### config.mk
export PLATFORM = sky130hd
export DESIGN_NAME = instr_encoder
export DESIGN_NICKNAME = d
export VERILOG_FILES = /design/src/rtl/instr_encoder.sv
export SDC_FILE = /design/constraint.sdc
export NUM_CORES = 1
export LEC_CHECK = 0
export CORE_AREA = 2 2 100 102
export CTS_CLUSTER_DIAMETER = 80
export DETAILED_ROUTE_END_ITERATION = 6
export DIE_AREA = 0 0 102 104
export PLACE_DENSITY = 0.8
export SYNTH_ARGS = -nofsm -noshare
export SYNTH_HDL_FRONTEND = slang
export SYNTH_SLANG_ARGS = --single-unit
### constraint.sdc
create_clock -name clk -period 2.7 [get_ports clk]
set_input_delay 0.54 -clock clk [delete_from_list [all_inputs] [get_ports clk]]
set_output_delay 0.54 -clock clk [all_outputs]
set_load 0.05 [all_outputs]
### src/rtl/instr_encoder.sv
// instr_encoder: packs ALU/memory instruction fields into 16-bit words and
// streams them to program memory at consecutive addresses. A small FIFO sits
// between field input and the registered memory write port so that write
// backpressure does not stall the loader every cycle.
module instr_encoder #(
   parameter int ADDR_W = 8,
   parameter int DEPTH  = 4
) (
   input  logic              clk,
   input  logic              rst,
   input  logic              start,
   input  logic [ADDR_W-1:0] start_addr,
   input  logic              in_valid,
   output logic              in_ready,
   input  logic [3:0]        op_code,
   input  logic [3:0]        mem_op,
   input  logic [3:0]        left_operand,
   input  logic [3:0]        right_operand,
   input  logic              imm_sel,
   input  logic [7:0]        imm,
   input  logic              last,
   output logic              pm_we,
   input  logic              pm_ready,
   output logic [ADDR_W-1:0] pm_addr,
   output logic [15:0]       pm_wdata,
   output logic              busy,
   output logic              done,
   output logic              err,
   output logic [ADDR_W:0]   count
);

   localparam int PW = $clog2(DEPTH);

   typedef enum logic [1:0] {
      IDLE,
      LOAD,
      DRAIN,
      FIN
   } state_t;

   state_t          state;
   logic [15:0]     fifo_mem [DEPTH];
   logic [PW:0]     wr_ptr;
   logic [PW:0]     rd_ptr;
   logic [ADDR_W:0] addr_cnt;
   logic [15:0]     new_word;
   logic            empty;
   logic            full;
   logic            push;
   logic            pop;

   // Pointers carry one extra wrap bit so full and empty can be told apart.
   assign empty    = (wr_ptr == rd_ptr);
   assign full     = (wr_ptr[PW] != rd_ptr[PW]) && (wr_ptr[PW-1:0] == rd_ptr[PW-1:0]);
   assign in_ready = (state == LOAD) && !full;
   assign push     = in_valid && in_ready;
   assign pop      = !empty && (!pm_we || pm_ready);

   // Assemble the instruction word from the field tuple presented this cycle.
   always_comb begin
      new_word = {op_code, mem_op, (imm_sel ? imm : {left_operand, right_operand})};
   end

   // FIFO storage; contents need no reset because the pointers define validity.
   always_ff @(posedge clk) begin
      if (push) begin
         fifo_mem[wr_ptr[PW-1:0]] <= new_word;
      end
   end

   // FIFO pointers; push and pop in the same cycle are both honoured.
   always_ff @(posedge clk) begin
      if (rst) begin
         wr_ptr <= '0;
         rd_ptr <= '0;
      end else begin
         if (push) begin
            wr_ptr <= wr_ptr + 1'b1;
         end
         if (pop) begin
            rd_ptr <= rd_ptr + 1'b1;
         end
      end
   end

   // Registered write port, address counter, completion count and overflow flag.
   always_ff @(posedge clk) begin
      if (rst) begin
         pm_we    <= 1'b0;
         pm_addr  <= '0;
         pm_wdata <= '0;
         addr_cnt <= '0;
         count    <= '0;
         err      <= 1'b0;
      end else begin
         if (state == IDLE && start) begin
            addr_cnt <= {1'b0, start_addr};
            count    <= '0;
            err      <= 1'b0;
         end
         if (pm_we && pm_ready) begin
            count <= count + 1'b1;
         end
         if (pop) begin
            if (addr_cnt[ADDR_W]) begin
               pm_we <= 1'b0;
               err   <= 1'b1;
            end else begin
               pm_we    <= 1'b1;
               pm_addr  <= addr_cnt[ADDR_W-1:0];
               pm_wdata <= fifo_mem[rd_ptr[PW-1:0]];
               addr_cnt <= addr_cnt + 1'b1;
            end
         end else if (pm_ready) begin
            pm_we <= 1'b0;
         end
      end
   end

   // Session sequencing with registered busy/done flags.
   always_ff @(posedge clk) begin
      if (rst) begin
         state <= IDLE;
         busy  <= 1'b0;
         done  <= 1'b0;
      end else begin
         done <= 1'b0;
         case (state)
            IDLE: begin
               if (start) begin
                  state <= LOAD;
                  busy  <= 1'b1;
               end
            end
            LOAD: begin
               if (push && last) begin
                  state <= DRAIN;
               end
            end
            DRAIN: begin
               if (empty && !pm_we) begin
                  state <= FIN;
                  done  <= 1'b1;
               end
            end
            FIN: begin
               state <= IDLE;
               busy  <= 1'b0;
            end
            default: begin
               state <= IDLE;
               busy  <= 1'b0;
            end
         endcase
      end
   end

endmodule

Word level (Yosys, flattened, before mapping)
Memory sizes are Yosys's and may differ from the RTL's. A register that Yosys moved wholly into a read port is not among the register bits.
Cells that the tools add are included.
W data, S select, Z words.
{"block": "totals", "reg_bits": 38, "mem_bits_rw": 64, "output_inout_bits": 38, "wordCells": 67, "mem_count": 1}
{"block": "classes", "n_addsub": 4, "n_eq_ne": 9, "mux": 21, "n_bitwise": 2, "reduce_logical": 20}
{"name": "fifo_mem", "words": 4, "word_bits": 16, "read_ports": 1, "rd_clocked_by_memory_dff": 1, "write_ports": 1, "line": "42", "source": "logic [15:0] fifo_mem [DEPTH];"}
{"operator": "$mux W9", "n": 5}
{"operator": "$add A9 B1 Y9 const B", "n": 2}
{"operator": "$mux W1", "n": 10}
{"operator": "$logic_and A1 B1 Y1", "n": 8}
{"operator": "$mux W8", "n": 1}
{"operator": "$pmux W2 S4", "n": 1}
{"operator": "$add A3 B1 Y3 const B", "n": 2}
{"operator": "$mux W2", "n": 3}
{"operator": "$reduce_bool A2 Y1", "n": 3}
{"operator": "$eq A2 B2 Y1 const B", "n": 2}
{"operator": "$ne A2 B2 Y1 const B", "n": 2}
{"operator": "$reduce_and A2 Y1", "n": 2}
{"operator": "$eq A3 B3 Y1", "n": 1}
{"operator": "$logic_not A1 Y1", "n": 3}
{"operator": "$reduce_and A3 Y1", "n": 1}
{"operator": "$eq A2 B1 Y1 const B", "n": 1}
{"operator": "$eq A2 B2 Y1", "n": 1}
{"operator": "$logic_not A2 Y1", "n": 1}
{"operator": "$ne A2 B1 Y1 const B", "n": 1}
{"operator": "$not A1 Y1", "n": 2}
{"operator": "$pmux W1 S2", "n": 1}
{"operator": "$reduce_or A2 Y1", "n": 1}
{"operator": "$logic_or A1 B1 Y1", "n": 1}
{"operator": "$ne A1 B1 Y1", "n": 1}

Logic depth before layout (Yosys ltp)
{"block": "depth", "depth_word": 8, "depth_mapped": 7, "depth_no_buf": 6}

Least setup slack after synthesis
OpenSTA, ideal clock, no wires.
{"block": "synth_timing", "path_kind": "reg2reg", "from": "reg wr_ptr[1]", "to": "mem fifo_mem[0][0], enable pin", "setup_time_ns": 0.374, "t_arrival_ns": 2.246, "t_required_ns": 2.326, "path_slack_ns": 0.080, "path_stages_with_launch": 4, "n_path_buf": 0, "cell_sequence": "dfxtp_1 -> xnor2_1 -> a31oi_1 -> and3_1"}
{"block": "synth_between", "elab_chain_len": 7}
{"element": "from (decl)", "line": "43", "source": "logic [PW:0] wr_ptr;"}
{"element": "from (signal assigned)", "line": "78", "source": "wr_ptr <= wr_ptr + 1'b1;"}
{"element": "$eq A2 B2 Y1", "line": "54", "source": "assign full = (wr_ptr[PW] != rd_ptr[PW]) && (wr_ptr[PW-1:0] == rd_ptr[PW-1:0]);"}
{"element": "$logic_and A1 B1 Y1", "line": "54"}
{"element": "$logic_not A1 Y1", "line": "55", "source": "assign in_ready = (state == LOAD) && !full;"}
{"element": "$logic_and A1 B1 Y1", "line": "55"}
{"element": "net in_ready", "line": "14", "source": "output logic in_ready,"}
{"element": "$logic_and A1 B1 Y1", "line": "56", "source": "assign push = in_valid && in_ready;"}
{"element": "$mux W1", "line": "66", "source": "if (push) begin"}
{"element": "$mux W1 (not written as such)", "line": "67", "source": "fifo_mem[wr_ptr[PW-1:0]] <= new_word;"}
{"element": "to (decl)", "line": "42"}
The timed path passes the listed nets, and every way through them passes these cells.

Worst setup path in the final report
{"block": "layout_timing", "from": "reg wr_ptr[1]", "to": "out in_ready"}
{"block": "layout_between", "elab_chain_len": 4}
{"element": "$eq A2 B2 Y1", "line": "54"}
{"element": "$logic_and A1 B1 Y1", "line": "54"}
{"element": "$logic_not A1 Y1", "line": "55"}
{"element": "$logic_and A1 B1 Y1", "line": "55"}
{"element": "to (decl)", "line": "14"}
Every way passes these cells.

==> results.py <==
metrics = {
    "clock_tree": {
        "root_buffer": "clkbuf_8",
        "cts_tree": "built",
        "cts_resized": 0,
        "clk_pin_slew_ps": 60,
        "worstSkewPairLatency_ps": 500,
        "cts_sinks": 118,
        "cts_max_path_buffers": 2,
        "holdBufCountCts": 0,
        "htree_levels": 4,
        "numCtsBuffers": 17,
        "post_cts_buffers": 0,
    },
    "worst_setup_path": {
        "rr_worst_depth": 6,
        "cp.arrival_ps": 1890,
        "reg2reg_setup_slack_ps": 290,
        "crit_path_top_delay_cell": "dfxtp_1",
        "r2r-start": "rd_ptr[2]",
        "crit_required_ps": 2160,
        "crit_path_max_incr_delay_ps": 520,
        "critPathCaptureType": "primary output",
        "crit_fanout": 6,
        "r2r_end": "pm_wdata[14]",
        "startpoint_type": "flop",
        "crit_type": "reg2out",
        "path_cells": "xnor2_1 -> a31oi_1 -> buf_12",
    },
    "die": {
        "die_x_um": 102,
        "die-area_um2": 10600,
        "chipHeight_um": 104,
        "io_pins": 77,
        "start_util_pct": 52.9,
        "coreArea_um2": 9550,
        "rows": 36,
    },
    "routing": {
        "vias_per_cell": 5.59,
        "vias": 3536,
        "drc": 0,
        "routedWlPerCell_um": 16.7,
        "routed_wl_um": 10600,
        "first_pass_iters": 4,
        "ant_nets": 0,
        "first_iter_violations": 234,
    },
    "global_route": {
        "grt_max_degree": 34,
        "antenna_found_initial": 0,
        "grt_use_total_pct": 21.0,
        "grt-ovfl-total": 0,
        "grt_pass1_wl_um": 17200,
        "grt_pass1_vias": 3583,
    },
    "final_layout": {
        "areaGrowthSynthToFinish_pct": 29.3,
        "nets": 537,
        "drive_gt1_share_pct": 15.0,
        "fill_cells": 682,
        "diodes": 0,
    },
    "yosys": {
        "ys.flop_type": "edfxtp_1",
        "synth_area_um2": 5050,
        "ys_seq_area_share_pct": 59.5,
        "synth_async_sr_flop_share_pct": 0,
        "yosys.area.top_type_share_pct": 38.1,
        "ys_ff_latch": 118,
        "syn_inst": 403,
        "yosys.area.top_type": "edfxtp_1",
        "synth_most_common_cell": "edfxtp_1",
        "synthTopCellsByCount": "edfxtp_1, nand2_1, dfxtp_1",
        "synth_nets": 454,
        "synth-edff-count": 64,
        "ys_warn_count": 0,
        "post_synth_main_area_contributors": "edfxtp_1, dfxtp_1, mux4_2",
        "ys_types": 55,
        "avgSynthCellArea_um2": 12.5,
    },
    "pwr": {
        "power_density_nw_per_um2": 1060,
        "ir_drop_uv": 537,
        "leakagePower_nw": 2.27,
    },
    "sta": {
        "min_period_ps": 2430,
        "setup_viol": 0,
        "hold_viol": 0,
        "fmaxAchievable_ghz": 0.411,
        "finalClockSkew_ps": 9.61,
        "worstMarginPinSlew_ps": 1230,
        "timing.hold.ws_ps": 454,
        "grt_setup_unrepaired": "no",
        "fin_setup_tns_ps": 0,
        "relSlewSlack_pct": 18.1,
        "timing.final.crit_share_pct": 90.1,
        "slew_violations": 0,
    },
    "worst_hold_path": {
        "hold_start": "pm_addr[6]",
        "hold_path.class": "reg2reg",
        "whs_path_depth": 2,
        "min_to": "pm_addr[6]",
    },
    "placement": {
        "io_buffers": 76,
        "routabilityCongestion": 0.869,
        "hpwl_um": 6860,
    },
    "job": {
        "cap_violations": 0,
    },
    "status": {
        "run_status": "complete, no violations",
    },
}
where the power goes:
part | internal (mW) | total (mW) | switching, mW
Combinational | 0.877 | 2.34 | 1.46
Sequential | 2.18 | 2.39 | 0.216
Clock | 1.41 | 2.22 | 0.808
cells by family after synthesis:
family	share of synthesized area [%]
and+or+nand+nor	12.2
buffers and inverters	3.02
muxes	9.77
AOI/OAI and AO/OA	10.2
xor gates and xnor gates	2.31
adders and majority gates	2.97
DFF	59.5
metal layers:
metal / wire [µm] / share of wire (%) / up-vias / track usage, %
met2: 5470 / 52 / 117 / 36.4
li1: - / - / 1679 / -
met5: 0 / 0 / - / 0
met4: 147 / 1.4 / 0 / 6.86
met1: 4290 / 41 / 1726 / 25.1
met3: 636 / 6.0 / 14 / 5.44
placed cells by master (no fill, tap or decap), types with 3 or more instances in the layout:
| cell type | n |
|---|---|
| o21ai_0 | 11 |
| nand3b_1 | 3 |
| mux4_1 | 3 |
| edfxtp_1 | 64 |
| xnor2_1 | 5 |
| bufinv_16 | 3 |
| mux4_2 | 13 |
| dfxtp_1 | 54 |
| and3_1 | 10 |
| buf_4 | 7 |
| nor2_1 | 24 |
| nand4_1 | 6 |
| nand2b_1 | 6 |
| and2_1 | 3 |
| mux2_2 | 9 |
| a31oi_1 | 3 |
| clkdlybuf4s50_1 | 74 |
| clkinvlp_4 | 4 |
| nand2_1 | 59 |
| clkbuf_16 | 16 |
| ha_1 | 12 |
| nand3_1 | 7 |
| inv_6 | 3 |
| a21oi_1 | 36 |
| o311ai_0 | 5 |
| inv_1 | 8 |
| nor3_1 | 4 |
metrics by stage:
step           total power [mW]  instances  utilization, %  setup WS (ps)  instance area [µm²]
2_1_floorplan              4.07        403               -           79.8                 5050
3_3_place_gp               4.67        600            62.2            416                 5940
3_5_place_dp               4.76        600            62.2            304                 5940
4_1_cts                    6.99        632            68.4            251                 6530
5_1_grt                    7.27        632            68.4            131                 6530
6_report                   6.95        632            68.4            267                 6530
registers in the layout, summed over array words and instances, names as in the netlist:
name	cells
rd_ptr	3
pm_we	1
addr_cnt	9
pm_wdata	16
count	9
fifo_mem	64
busy	1
wr_ptr	3
state	2
pm_addr	8
err	1
done	1
worst max-delay path by stage:
stage / startpoint / to / slack (ps) / cells past startpoint
final: wr_ptr[1] / in_ready / 270 / 3
after floorplan: wr_ptr[1] / fifo_mem[0][0] / 80 / 3
after global routing: rd_ptr[2] / addr_cnt[6] / 130 / 5
after detailed placement: rd_ptr[2] / pm_wdata[14] / 300 / 6
after CTS: wr_ptr[1] / in_ready / 250 / 3
after global placement: wr_ptr[1] / fifo_mem[2][10] / 420 / 3
worst max-delay path: cells and delay by family (launching register included):
family                    cells  cell delay, ps
buffers and inverters         1             200
xor gates and xnor gates      1             200
AOI/OAI and AO/OA             1             470
DFF                           1             520
layout make-up:
| type | instances | area, µm² | area share [%] |
|---|---|---|---|
| repair buffers | 84 | 838 | 12.8 |
| well taps | 133 | 166 | 2.55 |
| flip-flops and latches | 118 | 3000 | 46.0 |
| multi-input cells | 257 | 1900 | 29.1 |
| clock buffers | 18 | 418 | 6.40 |
| inverters | 8 | 30.0 | 0.460 |
| clock inverters | 14 | 174 | 2.66 |
No activity file was read; power rests on OpenSTA's default activity.
